`src/rtl/pipeline_ctrl.sv`:
```
// Hazard/flush scheduler for the 5-stage pipeline.
// Drives stage-register holds and squashes; counts load-use bubbles.
module pipeline_ctrl #(
  parameter int CNT_W = 16
) (
  input  logic             CLK,
  input  logic             RSTn,
  input  logic             id_valid,
  input  logic [4:0]       id_rs1,
  input  logic [4:0]       id_rs2,
  input  logic             id_use_rs1,
  input  logic             id_use_rs2,
  input  logic             ex_valid,
  input  logic             ex_is_load,
  input  logic [4:0]       ex_rd,
  input  logic             br_mispredict,
  input  logic [11:0]      br_target,
  input  logic             halt_confirm,
  input  logic             mem_busy,
  output logic             pc_latchn,
  output logic             ifid_latchn,
  output logic             idex_latchn,
  output logic             exmem_latchn,
  output logic             memwb_latchn,
  output logic             ifid_flush,
  output logic             idex_flush,
  output logic             pc_redirect,
  output logic [11:0]      pc_redirect_target,
  output logic             halted,
  output logic [CNT_W-1:0] stall_cnt
);

  typedef enum logic [1:0] {
    RUN    = 2'd0,
    DRAIN  = 2'd1,
    HALTED = 2'd2
  } state_t;

  localparam logic [CNT_W-1:0] CNT_ONE = 1;

  state_t           state_q, state_d;
  logic [1:0]       dcnt_q, dcnt_d;
  logic [CNT_W-1:0] stall_cnt_q, stall_cnt_d;

  logic misp, hlt, ld_use, rs_hit;

  assign misp   = ex_valid & br_mispredict;
  assign hlt    = ex_valid & halt_confirm;
  assign rs_hit = (id_use_rs1 & (id_rs1 == ex_rd))
                | (id_use_rs2 & (id_rs2 == ex_rd));
  assign ld_use = ex_valid & ex_is_load & (ex_rd != 5'd0)
                & id_valid & rs_hit;

  assign pc_redirect_target = br_target;
  assign stall_cnt          = stall_cnt_q;

  always_ff @(posedge CLK) begin
    if (!RSTn) begin
      state_q     <= RUN;
      dcnt_q      <= 2'd0;
      stall_cnt_q <= '0;
    end else begin
      state_q     <= state_d;
      dcnt_q      <= dcnt_d;
      stall_cnt_q <= stall_cnt_d;
    end
  end

  always_comb begin
    state_d      = state_q;
    dcnt_d       = dcnt_q;
    stall_cnt_d  = stall_cnt_q;
    pc_latchn    = 1'b0;
    ifid_latchn  = 1'b0;
    idex_latchn  = 1'b0;
    exmem_latchn = 1'b0;
    memwb_latchn = 1'b0;
    ifid_flush   = 1'b0;
    idex_flush   = 1'b0;
    pc_redirect  = 1'b0;
    halted       = 1'b0;

    unique case (state_q)
      RUN: begin
        if (mem_busy) begin
          pc_latchn    = 1'b1;
          ifid_latchn  = 1'b1;
          idex_latchn  = 1'b1;
          exmem_latchn = 1'b1;
          memwb_latchn = 1'b1;
        end else if (misp) begin
          pc_redirect = 1'b1;
          ifid_flush  = 1'b1;
          idex_flush  = 1'b1;
        end else if (hlt) begin
          pc_latchn  = 1'b1;
          ifid_flush = 1'b1;
          idex_flush = 1'b1;
          state_d    = DRAIN;
          dcnt_d     = 2'd2;
        end else if (ld_use) begin
          pc_latchn   = 1'b1;
          ifid_latchn = 1'b1;
          idex_flush  = 1'b1;
          if (stall_cnt_q != '1)
            stall_cnt_d = stall_cnt_q + CNT_ONE;
        end
      end
      DRAIN: begin
        pc_latchn   = 1'b1;
        ifid_latchn = 1'b1;
        if (mem_busy) begin
          idex_latchn  = 1'b1;
          exmem_latchn = 1'b1;
          memwb_latchn = 1'b1;
        end else begin
          idex_flush = 1'b1;
          dcnt_d     = dcnt_q - 2'd1;
          if (dcnt_q == 2'd1)
            state_d = HALTED;
        end
      end
      HALTED: begin
        pc_latchn    = 1'b1;
        ifid_latchn  = 1'b1;
        idex_latchn  = 1'b1;
        exmem_latchn = 1'b1;
        memwb_latchn = 1'b1;
        halted       = 1'b1;
      end
      default: state_d = RUN;
    endcase

    // Reset overrides every control so nothing advances while held.
    if (!RSTn) begin
      pc_latchn    = 1'b1;
      ifid_latchn  = 1'b1;
      idex_latchn  = 1'b1;
      exmem_latchn = 1'b1;
      memwb_latchn = 1'b1;
      ifid_flush   = 1'b1;
      idex_flush   = 1'b1;
      pc_redirect  = 1'b0;
      halted       = 1'b0;
    end
  end

endmodule
```
`config.mk`:
```
export PLATFORM = sky130hd
export DESIGN_NAME = pipeline_ctrl
export DESIGN_NICKNAME = d
export VERILOG_FILES = /design/src/rtl/pipeline_ctrl.sv
export SDC_FILE = /design/constraint.sdc
export NUM_CORES = 1
export LEC_CHECK = 0
export BUFFER_PORTS_ARGS = -buffer_cell sky130_fd_sc_hd__buf_2
export CAP_MARGIN = 15
export CORE_MARGIN = 8
export CORE_UTILIZATION = 42
export CTS_BUF_LIST = sky130_fd_sc_hd__clkbuf_4 sky130_fd_sc_hd__clkbuf_8
export CTS_CLUSTER_SIZE = 40
export DETAILED_ROUTE_END_ITERATION = 6
export GPL_ROUTABILITY_DRIVEN = 0
export PLACE_DENSITY = 0.81
export RECOVER_POWER = 100
export SLEW_MARGIN = 20
export SYNTH_ARGS = -nofsm -noshare
export SYNTH_HDL_FRONTEND = slang
export SYNTH_SLANG_ARGS = --single-unit
```
`constraint.sdc`:
```
create_clock -name CLK -period 2.1 [get_ports CLK]
set_clock_uncertainty 0.05 [all_clocks]
set_input_delay 0.105 -clock CLK [delete_from_list [all_inputs] [get_ports CLK]]
set_output_delay 0.105 -clock CLK [all_outputs]
set_load 0.005 [all_outputs]
```
=== Word-level counts from Yosys, hierarchy flattened ===
Index checks and enable logic that the tools add are counted.

* Register bits after elaboration: 20
* Logic and storage cells: 78

* Bitwise logic cells: 13
* Mux-type cells: 41
* $add $sub $neg: 2
* Eq/ne operators: 11
* Reduce and logical (&&, ||, !) cells: 8

{| class="wikitable"
|+ Operators by type and width
! cell !! count
|-
| $mux 1 || 26
|-
| $mux 2 || 9
|-
| $add 16x1->16 const B || 1
|-
| $ne 16x16->1 const B || 1
|-
| $reduce_and 6->1 || 2
|-
| $eq 5x5->1 || 2
|-
| $ne 2x2->1 const B || 5
|-
| $and 1x1->1 || 8
|-
| $pmux 1 s2 || 4
|-
| $pmux 2 s3 || 1
|-
| $reduce_and 5->1 || 1
|-
| $reduce_bool 5->1 || 1
|-
| $eq 2x1->1 const B || 2
|-
| $not 1->1 || 4
|-
| $pmux 2 s2 || 1
|-
| $reduce_or 2->1 || 2
|-
| $eq 2x2->1 const B || 1
|-
| $logic_not 2->1 || 1
|-
| $reduce_bool 2->1 || 1
|-
| $sub 2x1->2 const B || 1
|-
| $or 1x1->1 || 1
|}

=== Logic depth before layout (Yosys ltp) ===
* Depth in word-level cells: 10
* Depth in mapped cells: 10
* Gate-level depth less buffers: 8

=== Worst setup path after synthesis ===
Ideal clock, no wire load.

* Path type: register to register
* From: register state_q[0]
* To: register stall_cnt_q[14] (netlist: stall_cnt[14])
* Setup slack: -0.086 ns
* Period minus slack after synthesis: 2.186 ns
* Setup time: 0.071 ns
* Cell stages (with the launch flop): 11
* Arrival: 2.065 ns
* Buffers on the path: 2
* Cell sequence: dfxtp_1 > inv_1 > ha_1 > buf_2 > nor2b_1 > nand2_1 > a311oi_4 > nand2_4 > buf_6 > or3_1 > a21oi_1

* Word-level cells in the longest chain between the ends: 2

{| class="wikitable"
|+ Ends and longest elaborated chain
! what !! line !! source
|-
| start, declared || 41 || <nowiki>state_t state_q, state_d;</nowiki>
|-
| start signal, assigned || 63 || <nowiki>state_q <= state_d;</nowiki>
|-
| $logic_not 2->1 || 83 || <nowiki>unique case (state_q)</nowiki>
|-
| $reduce_and 6->1 (no line) || -- ||
|-
| end signal, assigned || 65 || <nowiki>stall_cnt_q <= stall_cnt_d;</nowiki>
|-
| end, declared || 43 || <nowiki>logic [CNT_W-1:0] stall_cnt_q, stall_cnt_d;</nowiki>
|}

No other way between the ends.
A chain may end at the register's enable or synchronous reset.

=== Final worst setup path ===
* From: register state_q[0]
* To: register stall_cnt_q[11] (netlist: stall_cnt[11])

Same word-level chain as after synthesis.

==> flow_metrics.env <==
export IMPL_status="finished, final reports clean"
export IMPL_post_drt_wl_per_cell_um=13.2
export IMPL_synth_edff_count=0
export IMPL_layout_drive_gt1_share_pct=29.5
export IMPL_htreeDepth=1
export IMPL_numCtsBuffers=3
export IMPL_pre_cts_ws_ns=0.0538
export IMPL_cts_root_buf="clkbuf_4"
export IMPL_leakagePower_nw=0.743
export IMPL_arrival_ns=2.18
export IMPL_tightest_slew_ns=0.473
export IMPL_finalCritPeriodShare_pct=94.8
export IMPL_synth_seq_area_share_pct=27.9
export IMPL_dr_total_vias=1374
export IMPL_syn_nets=214
export IMPL_yosysTopAreaCellShare_pct=27.9
export IMPL_synth_area_leaders="dfxtp_1 28%, xnor2_1 7.9%, buf_4 7.3%, ha_1 5.2%, nand4_1 5.2%"
export IMPL_whs_path_depth=2
export IMPL_grt_overflow=0
export IMPL_antenna_found_initial=0
export IMPL_criticalPathCategory="register to register"
export IMPL_cts_buffer_depth=2
export IMPL_initial_utilization_pct=43.4
export IMPL_grt_start_max_net_pins=16
export IMPL_min_to="state_q[0]$_SDFFE_PN0P_"
export IMPL_dp_hpwl_um=2770
export IMPL_power_density_nw_per_um2=581
export IMPL_finalSetupViolCount=0
export IMPL_nets=264
export IMPL_hold_viol=0
export IMPL_stdcell_area_um2=1740
export IMPL_placed_area_um2=1680
export IMPL_crit_fanout=6
export IMPL_vdd_ir_drop_worst_mv=0.236
export IMPL_cts_clk_slew_worst_paths_ns=0.11
export IMPL_max_freq_mhz=503
export IMPL_cts_sinks=20
export IMPL_ys_warn_count=0
export IMPL_hp_start="RSTn"
export IMPL_drc=0
export IMPL_r2r_end="stall_cnt[11]$_SDFFE_PN0P_"
export IMPL_wl_um=3500
export IMPL_die_area_um2=5550
export IMPL_syn_area_um2=1440
export IMPL_synthCells=171
export IMPL_die_h_um=74.5
export IMPL_rows=21
export IMPL_avgSynthCellArea_um2=8.40
export IMPL_via_per_inst=5.17
export IMPL_min_path_type="primary input to register"
export IMPL_clk_latency_ns=0.30
export IMPL_reg2reg_depth=8
export IMPL_slew_limit_headroom_pct=68.4
export IMPL_antennaDiodeCount=0
export IMPL_synthFlopType="dfxtp_1"
export IMPL_grt_pass1_vias=1275
export IMPL_fin_crit_ns=1.99
export IMPL_drv_slew=0
export IMPL_cap_violations=0
export IMPL_portBuffers=49
export IMPL_async_reset_ff_share_pct=0
export IMPL_grt_use_total_pct=12.3
export IMPL_cts_tree="yes"
export IMPL_crit_path_end_kind="register"
export IMPL_fin_ws_ns=0.110
export IMPL_firstDrtPassIters=4
export IMPL_yosysUniqueCellTypes=36
export IMPL_dieWidth_um=74.5
export IMPL_yosysTopAreaCell="dfxtp_1"
export IMPL_grt_first_pass_wirelength_um=5460
export IMPL_holdBufCountCts=0
export IMPL_r2r_slack_ns=0.11
export IMPL_antenna_left=0
export IMPL_r2r_start="state_q[0]$_SDFFE_PN0P_"
export IMPL_required_ns=2.29
export IMPL_io_pins=74
export IMPL_area_growth_syn_to_layout_pct=20.9
export IMPL_synth_seq_cells=20
export IMPL_drtIter0Drc=51
export IMPL_cp_start_kind="register"
export IMPL_core_area_um2=3310
## synth_stat cells (all sizes together), types with 2 or more instances
library cell / n
dfxtp: 20
buf: 17
nand2: 13
xnor2: 13
nand4: 12
nor2: 12
a21oi: 9
o21ai: 9
inv: 7
ha: 6
nand3: 6
and2: 5
and3: 5
xor2: 5
mux2i: 4
or4: 4
a311oi: 3
o31ai: 3
or3: 3
clkbuf: 2
nand2b: 2
nor2b: 2
## where the power goes
group          total [W]  leakage, nW  internal [W]  switching [W]
Clock           0.000224       0.0210      0.000106       0.000118
Sequential      0.000402        0.161      0.000395     0.00000717
Combinational   0.000383        0.560      0.000186       0.000196
Total            0.00101        0.743      0.000687       0.000322
## per-layer routing
| metal | vias up | routed length, um | global-route usage [%] | share of wire, % |
|---|---|---|---|---|
| li1 | 701 | - | - | - |
| met1 | 625 | 1540 | 13.9 | 44 |
| met2 | 40 | 1650 | 21.5 | 47 |
| met3 | 8 | 249 | 2.16 | 7.1 |
| met4 | 0 | 66 | 6.30 | 1.9 |
| met5 | - | 0 | 0 | 0 |
## kinds of logic (layout without fill, tap and decap cells)
group                    Yosys count  after routing  synth area share [%]
buffers and inverters             26             74                  11.6
XOR/XNOR                          18             18                  11.0
AND/OR/NAND/NOR                   66             67                  25.5
multiplexers                       4              4                  2.79
adder cells (fa/ha/maj)            6              6                  5.23
AO/OA/AOI/OAI                     31             31                  16.0
flip-flops                        20             20                  27.9
## what timing repair did
action,CTS,global route
gates resized for setup,0,4
endpoints found under the setup margin,0,2
buffers inserted,0,4
## worst max path at each step
stage	startpoint	cells past startpoint	to
finish	state_q[0]$_SDFFE_PN0P_	8	stall_cnt[11]$_SDFFE_PN0P_
global route	state_q[0]$_SDFFE_PN0P_	8	stall_cnt[11]$_SDFFE_PN0P_
CTS	stall_cnt[0]$_SDFFE_PN0P_	6	stall_cnt[11]$_SDFFE_PN0P_
detailed placement	stall_cnt[0]$_SDFFE_PN0P_	6	stall_cnt[15]$_SDFFE_PN0P_
global placement	stall_cnt[0]$_SDFFE_PN0P_	6	stall_cnt[11]$_SDFFE_PN0P_
floorplan	state_q[0]$_SDFFE_PN0P_	10	stall_cnt[14]$_SDFFE_PN0P_
## metrics by stage
stage	TNS (ns)	total power [W]	cells	hold WS (ns)	util [%]
3_5_place_dp	0	0.000788	257	0.160	50.6
6_report	0	0.00101	266	0.105	52.5
2_1_floorplan	0	0.000667	171	0.207	-
4_1_cts	0	0.00101	261	0.115	51.7
3_3_place_gp	0	0.000782	257	0.160	50.6
5_1_grt	-0.0712	0.00107	266	0.114	52.5
## critical path, cell delays in order, from the launching register on
cell and delay [ns]:
dfxtp_1 0.33, inv_1 0.08, ha_1 0.18, nor2b_4 0.16
nand2_2 0.07, a311oi_4 0.30, nand2_4 0.12, or4_4 0.49
a21oi_2 0.15
## cell type report
type	instances	area, um2
repair buffers	63	323
multi-input cells	126	893
clock buffers	4	36.3
flip-flops and latches	20	400
inverters	7	26.3
well taps	46	57.6
fillers	318	1570
## registers in the layout, summed over array words and instances, names as in the netlist
| signal | count |
|---|---|
| state_q | 2 |
| stall_cnt | 16 |
| dcnt_q | 2 |
## layout by cell type (no fill, tap or decap), drive strengths merged
master and n:
a211oi 1, a21o 1, a21oi 9, a221o 1, a311oi 3, a31o 1, and2 5, and3 5
and4 1, buf 49, clkbuf 18, dfxtp 20, ha 6, inv 7, mux2i 4, nand2 14
nand2b 2, nand3 6, nand3b 1, nand4 12, nor2 12, nor2b 2, o2111ai 1, o21ai 9
o221a 1, o22ai 1, o31ai 3, or3 3, or4 4, xnor2 13, xor2 5
No activity file was read; power rests on OpenSTA's default activity.
